<file path="src/rtl/dm_bridge_pkg.sv">
// dm_bridge_pkg: opcodes, FSM encoding and decode helpers shared by the
// data-memory bridge and its lane aligner.
package dm_bridge_pkg;

    typedef logic [5:0] op_t;

    localparam op_t OP_LB  = 6'b100000;
    localparam op_t OP_LH  = 6'b100001;
    localparam op_t OP_LW  = 6'b100011;
    localparam op_t OP_LBU = 6'b100100;
    localparam op_t OP_LHU = 6'b100101;
    localparam op_t OP_SB  = 6'b101000;
    localparam op_t OP_SH  = 6'b101001;
    localparam op_t OP_SW  = 6'b101011;

    localparam logic [1:0] ST_IDLE = 2'd0;
    localparam logic [1:0] ST_REQ  = 2'd1;
    localparam logic [1:0] ST_DONE = 2'd2;

    localparam int TIMEOUT_DEF = 255;

    function automatic logic is_load(input op_t op);
        return op inside {OP_LB, OP_LH, OP_LW, OP_LBU, OP_LHU};
    endfunction

    function automatic logic is_store(input op_t op);
        return op inside {OP_SB, OP_SH, OP_SW};
    endfunction

    function automatic logic misaligned(input op_t op, input logic [1:0] a);
        return ((op inside {OP_LH, OP_LHU, OP_SH}) && a[0]) ||
               ((op inside {OP_LW, OP_SW}) && (a != 2'b00));
    endfunction

endpackage

</file>
<file path="src/rtl/dm_walign.sv">
// dm_walign: byte enables and lane-replicated store data for one access.
module dm_walign
    import dm_bridge_pkg::*;
(
    input  logic [5:0]  op_i,
    input  logic [1:0]  addr_i,
    input  logic [31:0] wdata_i,
    output logic [3:0]  be_o,
    output logic [31:0] wdata_o
);

    always_comb begin
        be_o    = (op_i == OP_SB) ? 4'b0001 << addr_i :
                  (op_i == OP_SH) ? (addr_i[1] ? 4'b1100 : 4'b0011) : 4'b1111;
        wdata_o = (op_i == OP_SB) ? {4{wdata_i[7:0]}} :
                  (op_i == OP_SH) ? {2{wdata_i[15:0]}} : wdata_i;
    end

endmodule

</file>
<file path="src/rtl/dm_bridge.sv">
// dm_bridge: stalls the M stage while one load/store runs on a req/ack bus,
// with alignment exceptions and a bounded wait that ends in a bus error.
module dm_bridge
    import dm_bridge_pkg::*;
#(
    parameter int TIMEOUT = TIMEOUT_DEF
) (
    input  logic        clk,
    input  logic        reset,
    input  logic        Valid_M,
    input  logic [5:0]  Op,
    input  logic [31:0] ALU_Out_M,
    input  logic [31:0] WData_M,
    output logic        Stall_M,
    output logic [31:0] DM_Out,
    output logic        Mem_Req,
    output logic        Mem_We,
    output logic [29:0] Mem_Addr,
    output logic [3:0]  Mem_Be,
    output logic [31:0] Mem_WData,
    input  logic [31:0] Mem_RData,
    input  logic        Mem_Ack,
    output logic        AdEL,
    output logic        AdES,
    output logic        Bus_Err
);

    localparam int CW = $clog2(TIMEOUT + 1);

    logic [1:0]    st_q, st_d;
    logic [CW-1:0] cnt_q, cnt_d;
    logic [29:0]   addr_q;
    logic          we_q, berr_q;
    logic [3:0]    be_q, be_w;
    logic [31:0]   wdata_q, wdata_w, dm_q;
    logic          idle, in_req, ld, st, mis, accept, timeout;

    dm_walign u_walign (
        .op_i    (Op),
        .addr_i  (ALU_Out_M[1:0]),
        .wdata_i (WData_M),
        .be_o    (be_w),
        .wdata_o (wdata_w)
    );

    // Exceptions are only raised while idle; a held instruction in REQ/DONE is ignored.
    always_comb begin
        idle    = st_q == ST_IDLE;
        in_req  = st_q == ST_REQ;
        ld      = is_load(Op);
        st      = is_store(Op);
        mis     = misaligned(Op, ALU_Out_M[1:0]);
        accept  = idle && Valid_M && (ld || st) && !mis;
        timeout = in_req && !Mem_Ack && (cnt_q == CW'(TIMEOUT - 1));
        st_d    = idle   ? (accept ? ST_REQ : ST_IDLE) :
                  in_req ? ((Mem_Ack || timeout) ? ST_DONE : ST_REQ) : ST_IDLE;
        cnt_d   = (in_req && st_d == ST_REQ) ? cnt_q + 1'b1 : '0;
    end

    always_ff @(posedge clk or negedge reset) begin
        if (!reset) begin
            st_q    <= ST_IDLE;
            cnt_q   <= '0;
            addr_q  <= '0;
            we_q    <= 1'b0;
            be_q    <= '0;
            wdata_q <= '0;
            dm_q    <= '0;
            berr_q  <= 1'b0;
        end else begin
            st_q   <= st_d;
            cnt_q  <= cnt_d;
            berr_q <= timeout;
            if (accept) begin
                addr_q  <= ALU_Out_M[31:2];
                we_q    <= st;
                be_q    <= be_w;
                wdata_q <= wdata_w;
            end
            if (in_req && Mem_Ack && !we_q)
                dm_q <= Mem_RData;
        end
    end

    assign Stall_M   = accept || in_req;
    assign Mem_Req   = in_req;
    assign Mem_We    = we_q;
    assign Mem_Addr  = addr_q;
    assign Mem_Be    = be_q;
    assign Mem_WData = wdata_q;
    assign DM_Out    = dm_q;
    assign Bus_Err   = berr_q;
    assign AdEL      = idle && Valid_M && ld && mis;
    assign AdES      = idle && Valid_M && st && mis;

endmodule

</file>
<file path="config.mk">
export PLATFORM = sky130hd
export DESIGN_NAME = dm_bridge
export DESIGN_NICKNAME = d
export VERILOG_FILES = /design/src/rtl/dm_bridge_pkg.sv /design/src/rtl/dm_walign.sv /design/src/rtl/dm_bridge.sv
export SDC_FILE = /design/constraint.sdc
export NUM_CORES = 1
export LEC_CHECK = 0
export CORE_MARGIN = 3
export CORE_UTILIZATION = 60
export CTS_CLUSTER_SIZE = 30
export DETAILED_ROUTE_END_ITERATION = 7
export DONT_BUFFER_PORTS = 1
export GPL_ROUTABILITY_DRIVEN = 0
export PLACE_DENSITY = 0.76
export SKIP_CTS_REPAIR_TIMING = 1
export SLEW_MARGIN = 20
export SYNTH_ARGS = -nofsm -noshare
export SYNTH_HDL_FRONTEND = slang
export SYNTH_SLANG_ARGS = --single-unit
</file>
<file path="constraint.sdc">
create_clock -name clk -period 2.22 [get_ports clk]
set_input_delay 0.444 -clock clk [delete_from_list [all_inputs] [get_ports clk]]
set_output_delay 0.444 -clock clk [all_outputs]
set_load 0.05 [all_outputs]
</file>
# Word-level counts from Yosys, hierarchy flattened
# Cells that the tools add are included.
[classes] mul=0 n_eq_ne=11 reduce_logical=27 n_mux=10 n_shift=1 div_mod_pow=0 order_cmp=0 bitwise_logic=0 n_addsub=1
[ops] op="2-to-1 mux 32 bit" n=2
[ops] op="equality test 6 bit (second input constant)" n=8
[ops] op="logical AND 1 bit" n=14
[ops] op="2-to-1 mux 4 bit" n=3
[ops] op="adder 8 x 1 -> 8 bit (second input constant)" n=1
[ops] op="equality test 8 bit (second input constant)" n=1
[ops] op="2-to-1 mux 8 bit" n=1
[ops] op="2-to-1 mux 2 bit" n=3
[ops] op="nonzero test 3 bit" n=2
[ops] op="nonzero test 5 bit" n=1
[ops] op="equality test 2 x 1 -> 1 bit (second input constant)" n=2
[ops] op="logical OR 1 bit" n=4
[ops] op="nonzero test 2 bit" n=2
[ops] op="left shift 1 x 2 -> 4 bit (first input constant)" n=1
[ops] op="logical NOT 1 bit" n=3
[ops] op="logical NOT 2 bit" n=1
[ops] op="2-to-1 mux 1 bit" n=1
[totals] latchBits=0 n_memories=0 rom_bits=0 regBits=110 ram_bits=0 in_bits=106 wordCells=58

# Longest topological paths before layout
# Gate-level depths: netlist of the first run.
[depth] depth_word=11 mapped_depth=6

# By module
# From an unflattened synthesis of the first run, not the netlist that was laid out.
[unflattened] hier_cells=325 area_unflattened_um2=4869.7
[by_module_without_submodules] module="dm_bridge" cells_each=271 area_each_um2=4252.8 n_inst=1
[by_module_without_submodules] module="dm_walign" cells_each=54 area_each_um2=616.8 n_inst=1

# Worst setup path after synthesis of the first run
# OpenSTA, ideal clock, no wires.
[synth_timing] path_type="input port to output port" start="input port Op[4]" end="output port AdEL" t_required_ns=1.776 slack_ns=-1.710 cell_stages=4 arrival_time_ns=3.486 cell_sequence="nand2b_1 > nor4b_2 > nand3_1 > a2111oi_0"
[synth_via] elab_chain_cells=5 elab_cells_between_ends=15
[synth_lines] element="start: declaration" line="dm_bridge.sv:11" rtl="input logic [5:0] Op,"
[synth_lines] element="equality test 6 bit (on tied branches)" line="dm_bridge_pkg.sv:23, dm_bridge_pkg.sv:31, dm_bridge_pkg.sv:32"
[synth_lines] element="nonzero test 3 bit or nonzero test 2 bit (tied branches)" line="dm_bridge_pkg.sv:31, dm_bridge_pkg.sv:32"
[synth_lines] element="logical AND 1 bit (on tied branches)" line="dm_bridge_pkg.sv:31, dm_bridge_pkg.sv:32"
[synth_lines] element="logical OR 1 bit" line="dm_bridge_pkg.sv:31" rtl="return ((op inside {OP_LH, OP_LHU, OP_SH}) && a[0]) ||"
[synth_lines] element="logical AND 1 bit *" line="dm_bridge.sv:93" rtl="assign AdEL = idle && Valid_M && ld && mis;"
[synth_lines] element="end: declaration" line="dm_bridge.sv:23" rtl="output logic AdEL,"
# Mark *: on every way between the ends. The rest lies on a longest branch, timed or not.

# Final worst setup path of the first run
[layout_timing] start="register st_q[1]" end="output port AdEL"
[layout_via] elab_chain_cells=4
[layout_lines] element="start: declaration" line="dm_bridge.sv:30" rtl="logic [1:0] st_q, st_d;"
[layout_lines] element="start signal: assignment" line="dm_bridge.sv:71" rtl="st_q <= st_d;"
[layout_lines] element="logical NOT 2 bit" line="dm_bridge.sv:48" rtl="idle = st_q == ST_IDLE;"
[layout_lines] element="logical AND 1 bit (3 in series)" line="dm_bridge.sv:93"
# No other way between the ends.

==> results of run 1 <==
cell families (layout without fill, tap and decap cells):
logic type,Yosys count,after routing,share of synthesized area
AO/OA/AOI/OAI,11,11,0.01589
flip-flops,110,110,0.5826
adder cells (fa/ha/maj),2,2,0.005296
buffers and inverters,20,32,0.02436
AND/OR/NAND/NOR,33,33,0.03893
XOR/XNOR,6,6,0.01112
multiplexers,131,131,0.3218
cell usage in the layout, fill, tap and decap left out:
master      synthesis  routed
and3_1              1       1
clkbuf_1            1       4
or3_1               1       1
xnor2_1             1       1
nand4_1             2       2
o21ai_0             2       2
inv_1               5       5
bufinv_16           0       1
nor3_1              3       2
nor4b_4             0       1
nand4bb_1           1       1
nand2_1             4       4
nor3_2              0       1
nand4_4             0       1
and4_1              1       1
a22oi_1             2       2
nor2b_2             0       1
clkinvlp_4          0       2
clkbuf_8            0       9
buf_4               0       8
nor2_1             10       9
a2111oi_4           0       1
xor2_1              5       5
mux2_2            117     117
a2bb2oi_1           2       2
nand3_1             5       4
a21oi_1             3       3
mux2_4             12      12
nand2b_1            2       2
mux2_1              2       2
ha_1                2       2
dfrtp_1           110     110
nand3_2             0       1
nor2_2              0       1
buf_12              0       3
o2bb2ai_1           1       1
power by group through the flow:
stage	clock network, mW	logic [mW]	registers [mW]
6_report	1.15	0.623	4.78
5_1_grt	1.26	0.686	4.85
4_1_cts	1.18	0.631	4.80
3_5_place_dp	0	0.631	4.84
3_3_place_gp	0	0.594	4.83
2_1_floorplan	0	0.566	4.70
area by class of cell:
type	count	area [µm²]
tap	99	123.9
clock buffer	13	138.9
multi-input combinational	183	1908
clock inverter	3	45.04
timing repair buffer	11	120.1
fill	534	2340
inverter	5	18.77
sequential	110	2753
per-layer routing:
metal  vias to the layer above  part of all wire  global-route usage
met3                        14             0.091             0.08127
met5                         -                 0                   0
met1                      1284              0.36              0.2270
met4                         0             0.018             0.06490
li1                       1119                 -                   -
met2                       115              0.53              0.3664
path summary, 6_finish.rpt:
path / slack (ps) / cells past startpoint / end
max in group asynchronous: 2300 / 0 / Mem_Addr[12]
worst max register to register: 450 / 5 / Mem_WData[9]
min in group clk: 150 / 1 / Bus_Err
worst max-delay path: 80 / 4 / AdEL
worst min register to register: 560 / 1 / cnt_q[0]
worst min-delay path: -240 / 0 / Mem_WData[18]
metrics by stage:
stage / cells / TNS [ps]
after floorplan: 313 / -95.40
after CTS: 424 / -41.97
after global routing: 424 / -15.34
after global placement: 408 / 0
final: 424 / 0
after detailed placement: 408 / 0
flip-flops by register name, summed over array words and instances (netlist names):
register	count
DM_Out	32
Mem_We	1
Mem_Be	4
st_q	2
Bus_Err	1
Mem_Addr	30
Mem_WData	32
cnt_q	8
==> reports/qor.yml, run 1 <==
pwr:
  p_switching_mw: 3.091
  powerDensity_nw_per_um2: 1284
  p_clk_frac: 0.176
  pwr-share-seq: 0.729
  leakagePower_nw: 2.245
  power.internal_mw: 3.468
  total_power_mw: 6.559
  combPwrFrac: 0.095
  p_sw_frac: 0.4713
  irDropWorstVdd_uv: 925.5
synthesis:
  netlist_area_um2: 4725
  synthTopCellsByCount: "mux2_2 (117), dfrtp_1 (110), mux2_4 (12)"
  synth_most_common_cell: "mux2_2"
  syn_inst: 313
  async_flop_share: 1.000
  synth_area_leaders: "dfrtp_1 (58%), mux2_2 (28%), mux2_4 (3.8%)"
  synthFlopType: "dfrtp_1"
  synth.avg_cell_area_um2: 15.09
  yosysTopAreaCellShare: 0.5826
  synth_cell_types: 31
  ys_ff_latch: 110
  ys_warn_count: 0
  synth_top_cell_by_area: "dfrtp_1"
  ys_seq_area_frac: 0.5826
  synth_nets: 421
  synth_edf_count: 0
setup_path:
  worstSetupPathType: "reg -> out"
  worstPathRequired_ps: 1780
  critical-path-top-delay-family: "simple AND/OR/NAND/NOR gates"
  slowest_delay_ps: 420
  slowest_stage: "dfrtp_1"
  cp.arrival_ps: 1700
  crit_buf_inv: 1
  r2r_start: "st_q[1]"
  crit_path_cell_trace: "nor4b_4 > nand3_2 > a2111oi_4 > buf_12"
  crit_path_start: "st_q[1]"
  critPathLaunchType: "flop"
  worst-path-max-fanout: 2
  cp-end-kind: "output port"
die:
  core-area_um2: 7447
  die-height_um: 94.74
  num_rows: 31
  start_util: 0.6344
  boundaryPins: 210
  dieArea_um2: 8975
  chipWidth_um: 94.74
clocking:
  cts_root_buf: "clkbuf_8"
  clk_pin_slew_ps: 100
  cts.sinks: 110
  cts_tree: "done"
  cts_max_level: 3
  clkLatencyLatePin_ps: 360
  cts-buffers-inserted: 9
  clockBufferDepth: 2
global_routing:
  grt_pass1_vias: 2776
  grt_antenna_before_repair: 0
  grt_usage: 0.2067
  grt_max_degree: 111
  grt_overflow: 0
  grt_pass1_wl_um: 14080
sta:
  fmax_ghz: 0.4667
  fin_skew_ps: 13.54
  slew_violations: 0
  relSlewSlack: 0.6297
  whs_ps: -236.5
  setup_viol: 0
  final_hold_viol_count: 110
  post-route-min-period_ps: 2143
  min_period_over_period: 0.9653
  fin_ws_ps: 77.10
  worst_slew_pin_slew_ps: 555.4
  rsz0062_at_grt: "true"
routing:
  dr.pass1.iters: 4
  drt-total-wl_um: 9306
  drtAntennaViolNets: 0
  wl_per_cell_um: 21.95
  initialDrtViolationCount: 89
  drc: 0
  num_vias: 2532
  viasPerCell: 5.972
final_layout:
  n_antenna_cell: 0
  syn_to_final_growth_pct: 8.104
  nets: 428
  postLayoutCoreUtil: 0.6858
  design_area_um2: 5107
  drive_gt1_frac: 0.4892
min_path:
  hold_class: "in -> async"
placed_design:
  port_buffers: 0
  place_ws_ps: 95.46
  place_area_um2: 4910
  dpl.hpwl_um: 6796
run_status:
  failed_checks: "negative hold slack"
  status: "finished, violations left"
flow_run:
  cap_violations: 0
Power figures use the tool's default switching activity.
==> inputs of run 2 (changes only) <==
--- a/config.mk
+++ b/config.mk
@@ -6,12 +6,12 @@
 export NUM_CORES = 1
 export LEC_CHECK = 0
 export CORE_MARGIN = 3
-export CORE_UTILIZATION = 60
+export CORE_UTILIZATION = 38
 export CTS_CLUSTER_SIZE = 30
 export DETAILED_ROUTE_END_ITERATION = 7
 export DONT_BUFFER_PORTS = 1
 export GPL_ROUTABILITY_DRIVEN = 0
-export PLACE_DENSITY = 0.76
+export REMOVE_ABC_BUFFERS = 1
 export SKIP_CTS_REPAIR_TIMING = 1
 export SLEW_MARGIN = 20
 export SYNTH_ARGS = -nofsm -noshare
==> reports/qor.yml, run 2 (synthesis results as in run 1) <==
die:
  boundaryPins: 210  # unchanged
  chipWidth_um: 117.5  # was 94.74 µm
  start_util: 0.3917  # was 0.6344
  die-height_um: 117.5  # was 94.74 µm
  core-area_um2: 12060  # was 7447 µm²
  dieArea_um2: 13810  # was 8975 µm²
  num_rows: 40  # was 31
min_path:
  hold_class: "in -> async"  # unchanged
pwr:
  power.internal_mw: 3.967  # was 3.468 mW
  powerDensity_nw_per_um2: 1343  # was 1284 nW/µm²
  leakagePower_nw: 2.310  # was 2.245 nW
  irDropWorstVdd_uv: 528.8  # was 925.5 µV
  p_sw_frac: 0.4442  # was 0.4713
  p_clk_frac: 0.243  # was 0.176
  p_switching_mw: 3.170  # was 3.091 mW
  combPwrFrac: 0.087  # was 0.095
  pwr-share-seq: 0.670  # was 0.729
clocking:
  cts_tree: "done"  # unchanged
  clkLatencyLatePin_ps: 350  # was 360 ps
  cts_max_level: 3  # unchanged
  cts-buffers-inserted: 9  # unchanged
  clk_pin_slew_ps: 70  # was 100 ps
  cts.sinks: 110  # unchanged
  cts_root_buf: "clkbuf_16"  # was clkbuf_8
  clockBufferDepth: 2  # unchanged
sta:
  final_hold_viol_count: 110  # unchanged
  worst_slew_pin_slew_ps: 542.4  # was 555.4 ps
  whs_ps: -210.4  # was -236.5 ps
  setup_viol: 0  # unchanged
  fin_ws_ps: 59.93  # was 77.10 ps
  fin_skew_ps: 7.453  # was 13.54 ps
  relSlewSlack: 0.6384  # was 0.6297
  fin_tns_setup_ps: 0  # unchanged
  min_period_over_period: 0.9730  # was 0.9653
  fmax_ghz: 0.4629  # was 0.4667 GHz
  post-route-min-period_ps: 2160  # was 2143 ps
  slew_violations: 0  # unchanged
setup_path:
  worstSetupPathType: "reg -> out"  # unchanged
  worstPathRequired_ps: 1780  # about the same
  cp-end-kind: "output port"  # unchanged
  slowest_delay_ps: 410  # was 420 ps
  critPathLaunchType: "flop"  # unchanged
  cp.arrival_ps: 1720  # was 1700 ps
  crit_path_cell_trace: "nor4b_4 > buf_4 > buf_4 > nand4_4 > nand2_1 > buf_6"  # was nor4b_4 > nand3_2 > a2111oi_4 > buf_12
  slowest_stage: "dfrtp_1"  # unchanged
  worst-path-max-fanout: 3  # was 2
  critical_path.most_common_cell: "buf_4"
final_layout:
  final_cells: 493  # was 424
  nets: 428  # unchanged
  mostFrequentLayoutCell: "mux2_2"  # unchanged
  postLayoutCoreUtil: 0.4406  # was 0.6858
  drive_gt1_frac: 0.4954  # was 0.4892
  final_cell_mix: "mux2_2 (117), dfrtp_1 (110), mux2_4 (12), nor2_1 (9), clkbuf_16 (9)"  # was mux2_2 (117), dfrtp_1 (110), mux2_4 (12), nor2_1 (9), clkbuf_8 (9)
  n_fill_cell: 1101  # was 534
  n_antenna_cell: 0  # unchanged
  syn_to_final_growth_pct: 12.47  # was 8.104%
routing:
  num_vias: 2548  # was 2532
  drt-total-wl_um: 9713  # was 9306 µm
  initialDrtViolationCount: 97  # was 89
  dr.pass1.iters: 4  # unchanged
  drtAntennaViolNets: 0  # unchanged
  viasPerCell: 5.168  # was 5.972
  drc: 0  # unchanged
  wl_per_cell_um: 19.70  # was 21.95 µm
placed_design:
  dpl.hpwl_um: 6978  # was 6796 µm
  port_buffers: 0  # unchanged
  place_inst: 476  # was 408
  place_ws_ps: 140.6  # was 95.46 ps
global_routing:
  grt_overflow: 0  # unchanged
  grt_pass1_vias: 2760  # was 2776
  grt_pass1_wl_um: 15410  # was 14080 µm
  grt_usage: 0.1421  # was 0.2067
  grt_antenna_before_repair: 0  # unchanged
  grt_max_degree: 111  # unchanged
run_status:
  status: "finished, violations left"  # unchanged
  failed_checks: "negative hold slack"  # unchanged
flow_run:
  cap_violations: 0  # unchanged
run 2: worst paths after layout:
path	startpoint	to	slack, ps	depth (start not counted)
worst min-delay path	reset	DM_Out[12]	-210	0
worst max-delay path	st_q[0]	Stall_M	60	6
min in group clk	Mem_Ack	Bus_Err	170	1
max in group asynchronous	reset	Mem_Be[1]	2280	0
worst max register to register	st_q[0]	Mem_WData[12]	310	6
worst min register to register	cnt_q[0]	cnt_q[0]	530	1
run 2: critical path, delay by kind of cell, from the launching register on:
| kind | cells | cell delay (ps) |
|---|---|---|
| flip-flops | 1 | 410 |
| buffers and inverters | 3 | 430 |
| AND/OR/NAND/NOR | 3 | 530 |
run 2: cell type report:
cell class                 count  area (µm²)  share of cell area
sequential                   110        2753              0.5180
multi-input combinational    183        1906              0.3586
clock buffer                  11       242.7             0.04568
tap                          168       210.2             0.03956
timing repair buffer          11       102.6             0.01931
clock inverter                 5       81.33             0.01530
inverter                       5       18.77            0.003532
run 2: per-stage QoR:
stage / power, mW / cell area, µm²
final: 7.137 / 5314
after global routing: 7.433 / 5314
after detailed placement: 5.475 / 4949
after global placement: 5.438 / 4949
after floorplan: 5.253 / 4628
after CTS: 7.224 / 5273
run 2: metal layers:
layer / vias to the layer above / routed length, µm / GRT usage
met2: 120 / 4956 / 0.2294
met3: 22 / 824 / 0.05286
met1: 1279 / 3635 / 0.1635
met5: - / 0 / 0
met4: 0 / 297 / 0.07912
li1: 1127 / - / -
run 2: power by group through the flow:
stage,Combinational (mW),Sequential [mW],Clock [mW]
after floorplan,0.559,4.69,0
after global placement,0.596,4.84,0
after detailed placement,0.629,4.85,0
after CTS,0.627,4.81,1.79
after global routing,0.685,4.85,1.89
final,0.620,4.78,1.73
